==> src/rtl/vend_ctrl_multi_if.sv <==
// rtl/vend_ctrl_multi_if.sv - front-end/driver signal bundle for the multi-product vending controller
interface vend_ctrl_multi_if #(
    parameter int NUM_ITEMS = 4,
    parameter int CREDIT_W  = 8
);
    localparam int ID_W = (NUM_ITEMS > 1) ? $clog2(NUM_ITEMS) : 1;

    // Coin acceptor / keypad / service side
    logic [1:0]           coin;
    logic                 sel_valid;
    logic [ID_W-1:0]      sel_id;
    logic                 cancel;
    logic                 restock_valid;
    logic [ID_W-1:0]      restock_id;
    logic                 change_rdy;

    // Dispenser / hopper / status side
    logic                 vend;
    logic [ID_W-1:0]      vend_id;
    logic                 change_pulse;
    logic                 coin_reject;
    logic                 sel_err;
    logic [CREDIT_W-1:0]  credit;
    logic                 busy;
    logic [NUM_ITEMS-1:0] sold_out;

    // Front-end / environment view
    modport master (
        output coin, sel_valid, sel_id, cancel, restock_valid, restock_id, change_rdy,
        input  vend, vend_id, change_pulse, coin_reject, sel_err, credit, busy, sold_out
    );

    // Controller view
    modport slave (
        input  coin, sel_valid, sel_id, cancel, restock_valid, restock_id, change_rdy,
        output vend, vend_id, change_pulse, coin_reject, sel_err, credit, busy, sold_out
    );
endinterface

==> src/rtl/vend_ctrl_multi.sv <==
// rtl/vend_ctrl_multi.sv - parametrised multi-product vending controller with stock, refund and change
module vend_ctrl_multi #(
    parameter int                            NUM_ITEMS   = 4,
    parameter int                            CREDIT_W    = 8,
    parameter logic [NUM_ITEMS*CREDIT_W-1:0] PRICES      = {8'd50, 8'd30, 8'd20, 8'd15},
    parameter int                            COIN1_VAL   = 5,
    parameter int                            COIN2_VAL   = 10,
    parameter int                            COIN3_VAL   = 25,
    parameter int                            MAX_CREDIT  = 100,
    parameter int                            CHANGE_UNIT = 5,
    parameter int                            STOCK_MAX   = 3
) (
    input  logic              clk,
    input  logic              rst,
    vend_ctrl_multi_if.slave  bus
);
    localparam int ID_W  = (NUM_ITEMS > 1) ? $clog2(NUM_ITEMS) : 1;
    localparam int STK_W = $clog2(STOCK_MAX + 1);

    localparam logic [CREDIT_W-1:0] UNIT_C = CREDIT_W'(CHANGE_UNIT);
    localparam logic [CREDIT_W:0]   MAX_C  = (CREDIT_W+1)'(MAX_CREDIT);
    localparam logic [STK_W-1:0]    FULL_S = STK_W'(STOCK_MAX);
    localparam logic [STK_W-1:0]    ONE_S  = STK_W'(1);

    typedef enum logic [1:0] {
        S_IDLE   = 2'd0,
        S_CREDIT = 2'd1,
        S_VEND   = 2'd2,
        S_CHANGE = 2'd3
    } state_t;

    state_t              state_q, state_d;
    logic [CREDIT_W-1:0] credit_q, credit_d;
    logic [ID_W-1:0]     vend_id_q, vend_id_d;
    logic                coin_reject_q, coin_reject_d;
    logic                sel_err_q, sel_err_d;
    logic [STK_W-1:0]    stock_q [NUM_ITEMS];
    logic                dec_en;

    logic [CREDIT_W-1:0] price_w [NUM_ITEMS];
    logic [CREDIT_W-1:0] coin_val;
    logic [CREDIT_W:0]   coin_sum;
    logic                sel_in_range;
    logic [ID_W-1:0]     sel_idx;
    logic                sel_ok;
    logic                coin_present;

    // Unpack the flat price vector into one entry per slot
    for (genvar g = 0; g < NUM_ITEMS; g++) begin : g_price
        assign price_w[g] = PRICES[g*CREDIT_W +: CREDIT_W];
    end

    // Slot ids beyond NUM_ITEMS only exist when NUM_ITEMS is not a power of two
    if (NUM_ITEMS < (1 << ID_W)) begin : g_range_chk
        assign sel_in_range = ({1'b0, bus.sel_id} < (ID_W+1)'(NUM_ITEMS));
    end else begin : g_range_all
        assign sel_in_range = 1'b1;
    end

    // Out-of-range ids are steered to slot 0 so the array lookups stay in bounds
    assign sel_idx      = sel_in_range ? bus.sel_id : '0;
    assign coin_present = (bus.coin != 2'b00);

    // Decode the coin code into its credit value
    always_comb begin
        coin_val = '0;
        case (bus.coin)
            2'b01:   coin_val = CREDIT_W'(COIN1_VAL);
            2'b10:   coin_val = CREDIT_W'(COIN2_VAL);
            2'b11:   coin_val = CREDIT_W'(COIN3_VAL);
            default: coin_val = '0;
        endcase
    end

    // One extra bit so a near-ceiling credit plus a coin cannot wrap before the ceiling test
    assign coin_sum = {1'b0, credit_q} + {1'b0, coin_val};

    assign sel_ok = bus.sel_valid && sel_in_range &&
                    (stock_q[sel_idx] != '0) &&
                    (credit_q >= price_w[sel_idx]);

    // State, credit and registered pulse flags; reset aborts any vend/refund and drops credit
    always_ff @(posedge clk or negedge rst) begin
        if (!rst) begin
            state_q       <= S_IDLE;
            credit_q      <= '0;
            vend_id_q     <= '0;
            coin_reject_q <= 1'b0;
            sel_err_q     <= 1'b0;
        end else begin
            state_q       <= state_d;
            credit_q      <= credit_d;
            vend_id_q     <= vend_id_d;
            coin_reject_q <= coin_reject_d;
            sel_err_q     <= sel_err_d;
        end
    end

    // Per-slot stock; a restock of a slot overrides a same-cycle vend decrement of it
    always_ff @(posedge clk or negedge rst) begin
        if (!rst) begin
            for (int i = 0; i < NUM_ITEMS; i++) begin
                stock_q[i] <= FULL_S;
            end
        end else begin
            for (int i = 0; i < NUM_ITEMS; i++) begin
                if (bus.restock_valid && (bus.restock_id == ID_W'(i))) begin
                    stock_q[i] <= FULL_S;
                end else if (dec_en && (vend_id_q == ID_W'(i)) && (stock_q[i] != '0)) begin
                    stock_q[i] <= stock_q[i] - ONE_S;
                end
            end
        end
    end

    // Next-state, credit arithmetic and pulse requests; priority cancel > select > coin
    always_comb begin
        state_d       = state_q;
        credit_d      = credit_q;
        vend_id_d     = vend_id_q;
        coin_reject_d = 1'b0;
        sel_err_d     = 1'b0;
        dec_en        = 1'b0;

        case (state_q)
            S_IDLE, S_CREDIT: begin
                if (bus.cancel && (credit_q != '0)) begin
                    state_d       = S_CHANGE;
                    coin_reject_d = coin_present;
                end else if (sel_ok) begin
                    state_d       = S_VEND;
                    vend_id_d     = sel_idx;
                    coin_reject_d = coin_present;
                end else begin
                    sel_err_d = bus.sel_valid;
                    if (coin_present) begin
                        if (coin_sum <= MAX_C) begin
                            credit_d = coin_sum[CREDIT_W-1:0];
                        end else begin
                            coin_reject_d = 1'b1;
                        end
                    end
                    state_d = (credit_d != '0) ? S_CREDIT : S_IDLE;
                end
            end

            S_VEND: begin
                // Selection already proved credit >= price, so this cannot underflow
                dec_en        = 1'b1;
                credit_d      = credit_q - price_w[vend_id_q];
                state_d       = (credit_d != '0) ? S_CHANGE : S_IDLE;
                coin_reject_d = coin_present;
            end

            S_CHANGE: begin
                coin_reject_d = coin_present;
                if (credit_q == '0) begin
                    state_d = S_IDLE;
                end else if (bus.change_rdy) begin
                    credit_d = (credit_q > UNIT_C) ? (credit_q - UNIT_C) : '0;
                    if (credit_d == '0) begin
                        state_d = S_IDLE;
                    end
                end
            end

            default: begin
                state_d  = S_IDLE;
                credit_d = '0;
            end
        endcase
    end

    // Moore outputs; change_pulse is the hopper handshake gated by the CHANGE state
    assign bus.vend         = (state_q == S_VEND);
    assign bus.vend_id      = vend_id_q;
    assign bus.change_pulse = (state_q == S_CHANGE) && bus.change_rdy && (credit_q != '0);
    assign bus.coin_reject  = coin_reject_q;
    assign bus.sel_err      = sel_err_q;
    assign bus.credit       = credit_q;
    assign bus.busy         = (state_q == S_VEND) || (state_q == S_CHANGE);

    // Sold-out flags straight from the stock counters
    always_comb begin
        bus.sold_out = '0;
        for (int i = 0; i < NUM_ITEMS; i++) begin
            bus.sold_out[i] = (stock_q[i] == '0);
        end
    end
endmodule

==> src/flat_wrapper.sv <==
// flat-port wrapper written by rule: the top's interface ports become plain ports
module vend_ctrl_multi_flat 
#(
    parameter int                            NUM_ITEMS   = 4,
    parameter int                            CREDIT_W    = 8,
    parameter logic [NUM_ITEMS*CREDIT_W-1:0] PRICES      = {8'd50, 8'd30, 8'd20, 8'd15},
    parameter int                            COIN1_VAL   = 5,
    parameter int                            COIN2_VAL   = 10,
    parameter int                            COIN3_VAL   = 25,
    parameter int                            MAX_CREDIT  = 100,
    parameter int                            CHANGE_UNIT = 5,
    parameter int                            STOCK_MAX   = 3
)
  (clk, rst, bus_coin, bus_sel_valid, bus_sel_id, bus_cancel, bus_restock_valid, bus_restock_id, bus_change_rdy, bus_vend, bus_vend_id, bus_change_pulse, bus_coin_reject, bus_sel_err, bus_credit, bus_busy, bus_sold_out);
  vend_ctrl_multi_if #(.NUM_ITEMS(NUM_ITEMS), .CREDIT_W(CREDIT_W)) bus_i ();
  input  logic clk;
  input  logic rst;
  input wire logic [$bits(bus_i.coin)-1:0] bus_coin;
  input wire logic [$bits(bus_i.sel_valid)-1:0] bus_sel_valid;
  input wire logic [$bits(bus_i.sel_id)-1:0] bus_sel_id;
  input wire logic [$bits(bus_i.cancel)-1:0] bus_cancel;
  input wire logic [$bits(bus_i.restock_valid)-1:0] bus_restock_valid;
  input wire logic [$bits(bus_i.restock_id)-1:0] bus_restock_id;
  input wire logic [$bits(bus_i.change_rdy)-1:0] bus_change_rdy;
  output wire logic [$bits(bus_i.vend)-1:0] bus_vend;
  output wire logic [$bits(bus_i.vend_id)-1:0] bus_vend_id;
  output wire logic [$bits(bus_i.change_pulse)-1:0] bus_change_pulse;
  output wire logic [$bits(bus_i.coin_reject)-1:0] bus_coin_reject;
  output wire logic [$bits(bus_i.sel_err)-1:0] bus_sel_err;
  output wire logic [$bits(bus_i.credit)-1:0] bus_credit;
  output wire logic [$bits(bus_i.busy)-1:0] bus_busy;
  output wire logic [$bits(bus_i.sold_out)-1:0] bus_sold_out;
  assign bus_i.coin = bus_coin;
  assign bus_i.sel_valid = bus_sel_valid;
  assign bus_i.sel_id = bus_sel_id;
  assign bus_i.cancel = bus_cancel;
  assign bus_i.restock_valid = bus_restock_valid;
  assign bus_i.restock_id = bus_restock_id;
  assign bus_i.change_rdy = bus_change_rdy;
  assign bus_vend = bus_i.vend;
  assign bus_vend_id = bus_i.vend_id;
  assign bus_change_pulse = bus_i.change_pulse;
  assign bus_coin_reject = bus_i.coin_reject;
  assign bus_sel_err = bus_i.sel_err;
  assign bus_credit = bus_i.credit;
  assign bus_busy = bus_i.busy;
  assign bus_sold_out = bus_i.sold_out;
  vend_ctrl_multi #(.NUM_ITEMS(NUM_ITEMS), .CREDIT_W(CREDIT_W), .PRICES(PRICES), .COIN1_VAL(COIN1_VAL), .COIN2_VAL(COIN2_VAL), .COIN3_VAL(COIN3_VAL), .MAX_CREDIT(MAX_CREDIT), .CHANGE_UNIT(CHANGE_UNIT), .STOCK_MAX(STOCK_MAX)) u_core (.clk(clk), .rst(rst), .bus(bus_i));
endmodule
==> config.mk <==
export PLATFORM = sky130hd
export DESIGN_NAME = vend_ctrl_multi_flat
export DESIGN_NICKNAME = d
export VERILOG_FILES = /design/src/rtl/vend_ctrl_multi_if.sv /design/src/rtl/vend_ctrl_multi.sv /design/src/flat_wrapper.sv
export SDC_FILE = /design/constraint.sdc
export NUM_CORES = 1
export LEC_CHECK = 0
export ABC_AREA = 1
export BUFFER_PORTS_ARGS = -buffer_cell sky130_fd_sc_hd__buf_2
export CAP_MARGIN = 10
export CORE_ASPECT_RATIO = 1.2
export CORE_MARGIN = 3
export CORE_UTILIZATION = 42
export CTS_BUF_LIST = sky130_fd_sc_hd__clkbuf_4
export DETAILED_ROUTE_END_ITERATION = 6
export HOLD_SLACK_MARGIN = 0.03
export PLACE_DENSITY = 0.59
export SLEW_MARGIN = 15
export SYNTH_ARGS = -nofsm -noshare
export SYNTH_HDL_FRONTEND = slang
export SYNTH_SLANG_ARGS = --single-unit
==> constraint.sdc <==
create_clock -name clk -period 4.2 [get_ports clk]
set_clock_uncertainty 0.1 [all_clocks]
set_input_delay 0.84 -clock clk [delete_from_list [all_inputs] [get_ports clk]]
set_output_delay 0.84 -clock clk [all_outputs]
set_load 0.01 [all_outputs]
# == Word-level counts from Yosys, hierarchy flattened ==
# Index checks and enable logic that the tools add are counted.
# totals
register_bits,22
latch_bits,0
ram_bits,0
romBits,0
input_bits,12
out_inout_bits,19
memories,0
# op_classes
addsub,7
mul,0
n_div,0
order_cmp,5
n_eq_ne,18
shift,0
muxes,46
bitwise_logic,3
reduce_logical,45
# ops
cell,count
8-bit 2-to-1 mux,14
8-bit binary-select mux with 2-bit select,2
2-bit 2-to-1 mux,16
8-bit one-hot mux with 3 select lines,1
8-bit nonzero test,3
2-bit nonzero test,10
1-bit logical AND,17
2-bit == test (second input constant),8
8-bit logical NOT,2
5-bit one-hot mux with 3 select lines,1
2-bit logical NOT,7
8-bit by 5-bit adder with 9-bit output,1
9-bit by 7-bit less-or-equal comparator with 1-bit output (second input constant),1
1-bit 2-to-1 mux,9
2-bit by 1-bit == test with 1-bit output (second input constant),4
8-bit >= comparator,1
8-bit by 3-bit greater-than comparator with 1-bit output (second input constant),1
2-bit inequality test (second input constant),4
2-bit by 1-bit subtractor with 2-bit output (second input constant),4
8-bit by 3-bit subtractor with 8-bit output (second input constant),1
8-bit subtractor,1
3-bit >= comparator (second input constant),2
2-bit NOT with 3-bit output,2
2-bit one-hot mux with 3 select lines,1
10 further kinds,11

# == Logic depth before layout (Yosys ltp) ==
# logic_depth
depth_word,15
ltp_mapped,19

# == Least setup slack after synthesis ==
# OpenSTA, ideal clock, no wires.
# synth_timing
kind,input -> register
from,in bus_coin[0]
to,reg u_core.state_q[0]
setup_time_ns,0.120
arrival_ns,2.654
t_required_ns,3.980
path_slack_ns,1.327
stages,15
path_cell_list,clkbuf_1 -> ha_1 -> fa_1 -> nand2_1 -> nand2_1 -> nand3_1 -> nand3_1 -> o21ai_4 -> nand3_4 -> a21oi_2 -> nand2_1 -> nor2_1 -> nand2_1 -> nand2_1 -> nand2_1
# synth_via
elab_chain_cells,14
word_cells_on_any_way,17
# synth_rtl
item,line,rtl
start: declaration,flat_wrapper.sv:18,input wire logic [$bits(bus_i.coin)-1:0] bus_coin;
2-bit == test or 2-bit by 1-bit == test with 1-bit output (tied branches),vend_ctrl_multi.sv:67,case (bus.coin)
5-bit one-hot mux with 3 select lines,vend_ctrl_multi.sv:67,
8-bit by 5-bit adder with 9-bit output,vend_ctrl_multi.sv:76,"assign coin_sum = {1'b0, credit_q} + {1'b0, coin_val};"
9-bit by 7-bit less-or-equal comparator with 1-bit output,vend_ctrl_multi.sv:137,if (coin_sum <= MAX_C) begin
8-bit 2-to-1 mux,vend_ctrl_multi.sv:137,
8-bit 2-to-1 mux (*),vend_ctrl_multi.sv:136,if (coin_present) begin
8-bit 2-to-1 mux (*),vend_ctrl_multi.sv:130,end else if (sel_ok) begin
8-bit 2-to-1 mux (*),vend_ctrl_multi.sv:127,if (bus.cancel && (credit_q != '0)) begin
8-bit 2-to-1 mux (*),vend_ctrl_multi.sv:125,case (state_q)
8-bit nonzero test (*),vend_ctrl_multi.sv:143,state_d = (credit_d != '0) ? S_CREDIT : S_IDLE;
1-bit 2-to-1 mux (*),vend_ctrl_multi.sv:143,
2-bit 2-to-1 mux (*),vend_ctrl_multi.sv:130,
2-bit 2-to-1 mux (*),vend_ctrl_multi.sv:127,
2-bit one-hot mux with 3 select lines (*),vend_ctrl_multi.sv:125,
end signal: assignment,vend_ctrl_multi.sv:91,state_q <= state_d;
end: declaration,vend_ctrl_multi.sv:32,"state_t state_q, state_d;"
# Every way passes the cells marked *; elsewhere a longest branch is shown, timed or not. The select of a mux whose other input is x is not followed.
# A chain may end at the register's enable or synchronous reset.

# == Worst setup path after layout ==
# layout_timing
from,reg u_core.credit_q[1] (netlist: u_core.bus.credit[1])
to,out bus_change_pulse
# layout_via
elab_chain_cells,2
# layout_rtl
item,line,rtl
start: declaration,vend_ctrl_multi.sv:33,"logic [CREDIT_W-1:0] credit_q, credit_d;"
start signal: assignment,vend_ctrl_multi.sv:92,credit_q <= credit_d;
8-bit nonzero test,vend_ctrl_multi.sv:177,assign bus.change_pulse = (state_q == S_CHANGE) && bus.change_rdy && (credit_q != '0);
1-bit logical AND,vend_ctrl_multi.sv:177,
end: declaration,flat_wrapper.sv:27,output wire logic [$bits(bus_i.change_pulse)-1:0] bus_change_pulse;
# No other way between the ends.

==> impl_results.md <==
* WP data required at 3260 ps
* Reg2reg path depth at 13
* RSZ-0062 raised after global routing: no
* CTS Hold Bufs at 0
* Worst r2r src: u_core.bus.vend_id[0]
* Row cnt at 29
* Core box area at 0.00541 mm^2
* PortBufs at 30
* Slew @ Worst Pin at 511 ps
* GRT busiest layer: met2
* Crit path kind: flip-flop to output port
* Drt initial violations at 136
* Yosys top cell area share at 0.165
* Rel. slew slack at 0.659
* Routed WL at 6.51 mm
* Hold Vio Cnt, Final at 0
* First-pass detailed-route iteration total at 4
* FMAX at 348 MHz
* Post-Place Cells at 456
* Synth warnings at 0
* Post-Syn Instances at 372
* Die Y at 88.9 um
* Arr. time, crit path at 1940 ps
* Number of distinct library cells after synthesis at 37
* CTS tree: built
* Critical Path Source Type: flip-flop
* Max VDD drop at 0.309 mV
* Fin nets at 436
* Post-CTS setup buffers at 0
* Setup_tns at 0 ps
* Critical path origin: u_core.bus.credit[1]
* Hold Crit Class: input pin to async pin
* Max cap viols at 0
* Vias per cell at 5.20
* Critical Path Sink Type: output port
* Die Area at 0.00668 mm^2
* Mapped cell area at 0.00241 mm^2
* DRC at 0
* Cts repair resizes at 0
* #FFs+latches synth at 22
* Final period utilization at 0.685
* GRT Util Overall at 0.213
* CTS root buf: clkbuf_4
* Synth area leaders: nand2_1, dfrtp_1, ha_1
* Crit path to: bus_change_pulse
* Flop2flop setup slack at 1360 ps
* Pin count of the biggest net entering global routing at 23
* Clk_lat worst skew at 330 ps
* RR Endpoint: u_core.state_q[0]
* Part of the Yosys area used for sequential elements at 0.233
* Detail Route Antenna Nets at 0
* Die width at 75.1 um
* Power density over the cells at 869 mW/mm^2
* Routability cong. at 0.878
* Met2 GRT Util at 0.414
* First-pass GRT wire length at 10.8 mm
* Layout Cells excl Fill at 460
* Met1 Usage GRT at 0.242
* Clk slew on worst S/H paths at 150 ps
* M3 GR Usage at 0.0146
* Wire per inst at 14.2 um
* Crit Path Max Fanout at 8
* Total congestion overflow at 0
* Syn-to-layout area delta at 9.88%
* Vias at 2392
* CTS buffer count at 3
* Clock Tree Buf Depth at 2
* Avg Cell Area, Syn at 6.47 um^2
* ANT cells at 0
* Leak pwr at 0.00151 uW
* Synth area leader: nand2_1
* Hpwl dp at 5.30 mm
* Clock Sink Count at 22
* Initial antenna violation count at 0
* Status: complete, no violations
* Htree depth at 1
* Initial Util at 0.445
* Share of layout cells above drive strength 1 at 0.141
* Setup Viol. Count Final at 0
* Vias in the first global route at 2345
* Final slew viol count at 0
* Minimum clock period at 2880 ps
* Fill count at 580
* IO Pins at 31
* Syn Nets at 409
==> worst min path at each step <==
stage	start	cells past startpoint	slack [ps]	end
global route	rst	1	370	u_core.bus.credit[6]
floorplan	u_core.stock_q[2]	2	370	u_core.stock_q[2]
CTS	rst	1	370	u_core.bus.credit[6]
finish	rst	1	360	u_core.bus.credit[6]
detailed placement	u_core.stock_q[2]	2	400	u_core.stock_q[2]
global placement	u_core.stock_q[2]	2	380	u_core.stock_q[2]
==> cell type report <==
class                   count  area, um^2  area share
inverters                  65         244      0.0922
repair buffers             30         150      0.0568
flip-flops and latches     22         561       0.212
multi-input cells         277        1560       0.590
clock inverters             1        30.0      0.0114
clock buffers               3        22.5     0.00851
well taps                  62        77.6      0.0293
==> flip-flops by register name (all words and copies together), names as in the netlist <==
| register | count |
|---|---|
| u_core.stock_q | 8 |
| u_core.bus.coin_reject | 1 |
| u_core.bus.sel_err | 1 |
| u_core.bus.vend_id | 2 |
| u_core.state_q | 2 |
| u_core.bus.credit | 8 |
==> metrics by stage <==
| step | utilization | instance area [um^2] | total power, uW | hold slack [ps] | setup slack [ps] |
|---|---|---|---|---|---|
| after CTS | 0.489 | 2650 | 2320 | 375 | 1300 |
| after global routing | 0.489 | 2650 | 2570 | 373 | 1120 |
| after global placement | 0.480 | 2590 | 2130 | 384 | 1090 |
| after detailed placement | 0.480 | 2590 | 2130 | 397 | 1050 |
| final | 0.489 | 2650 | 2300 | 356 | 1320 |
| after floorplan | - | 2410 | 1710 | 370 | 1330 |
==> power by group <==
part / leakage [uW] / switching, uW / total, uW / internal (uW)
Sequential: 0.000253 / 185 / 514 / 329
Clock: 0.0000279 / 73.9 / 170 / 96.6
Combinational: 0.00123 / 1010 / 1610 / 602
Total: 0.00151 / 1270 / 2300 / 1030
==> synthesized netlist by cell type <==
cell type and n:
clkbuf_1 5, dfstp_2 8, o21ai_2 1, inv_1 62, nand3_4 2, clkinv_1 1
inv_2 2, nor4_1 3, a41oi_1 1, a21oi_2 1, dfrtp_1 14, buf_2 1
a2111oi_0 1, a21oi_1 13, xor2_1 4, o22ai_1 5, nor2_2 2, nor2_1 28
nor3_1 10, ha_1 23, nand2_2 1, a211oi_1 1, o21ai_1 2, nand3_1 26
nand3_2 2, or2_2 2, nand2_1 106, xnor2_1 1, nand4_1 10, o21bai_1 7
buf_6 1, o21ai_4 1, buf_4 1, o21ai_0 17, fa_1 2, a31oi_1 2
o211ai_1 3
==> critical path, cell delays in order (launching register included) <==
cell and delay [ps]:
dfrtp_1 600, inv_1 210, ha_1 230, inv_1 70, nor2_1 40, inv_1 130, nor2_1 70, nor3_1 110
buf_2 160
==> kinds of logic after synthesis <==
kind of cell	Yosys count	share of synthesized area
AND/OR/NAND/NOR	192	0.353
flip-flops	22	0.233
adder cells (fa/ha/maj)	25	0.136
AO/OA/AOI/OAI	55	0.140
buffers and inverters	73	0.119
XOR/XNOR	5	0.0182
==> metal layers <==
| metal | vias up | wire (um) |
|---|---|---|
| met5 | - | 0 |
| li1 | 1264 | - |
| met4 | 0 | 107 |
| met1 | 1072 | 2670 |
| met2 | 48 | 3530 |
| met3 | 8 | 204 |
==> cells in the final DEF, fill, tap and decap left out, types with 3 or more instances in the layout <==
| master | count |
|---|---|
| xor2_1 | 4 |
| dfrtp_1 | 14 |
| a21oi_1 | 13 |
| o211ai_1 | 3 |
| buf_2 | 30 |
| nor3_1 | 10 |
| nor4_1 | 3 |
| clkbuf_4 | 3 |
| o21ai_0 | 17 |
| nand4_1 | 10 |
| ha_1 | 23 |
| inv_1 | 62 |
| dfstp_2 | 8 |
| nor2_1 | 28 |
| o21bai_1 | 7 |
| nand3_1 | 26 |
| o22ai_1 | 5 |
| nand2_1 | 106 |
Note: power is estimated with default switching activity, not from simulation.
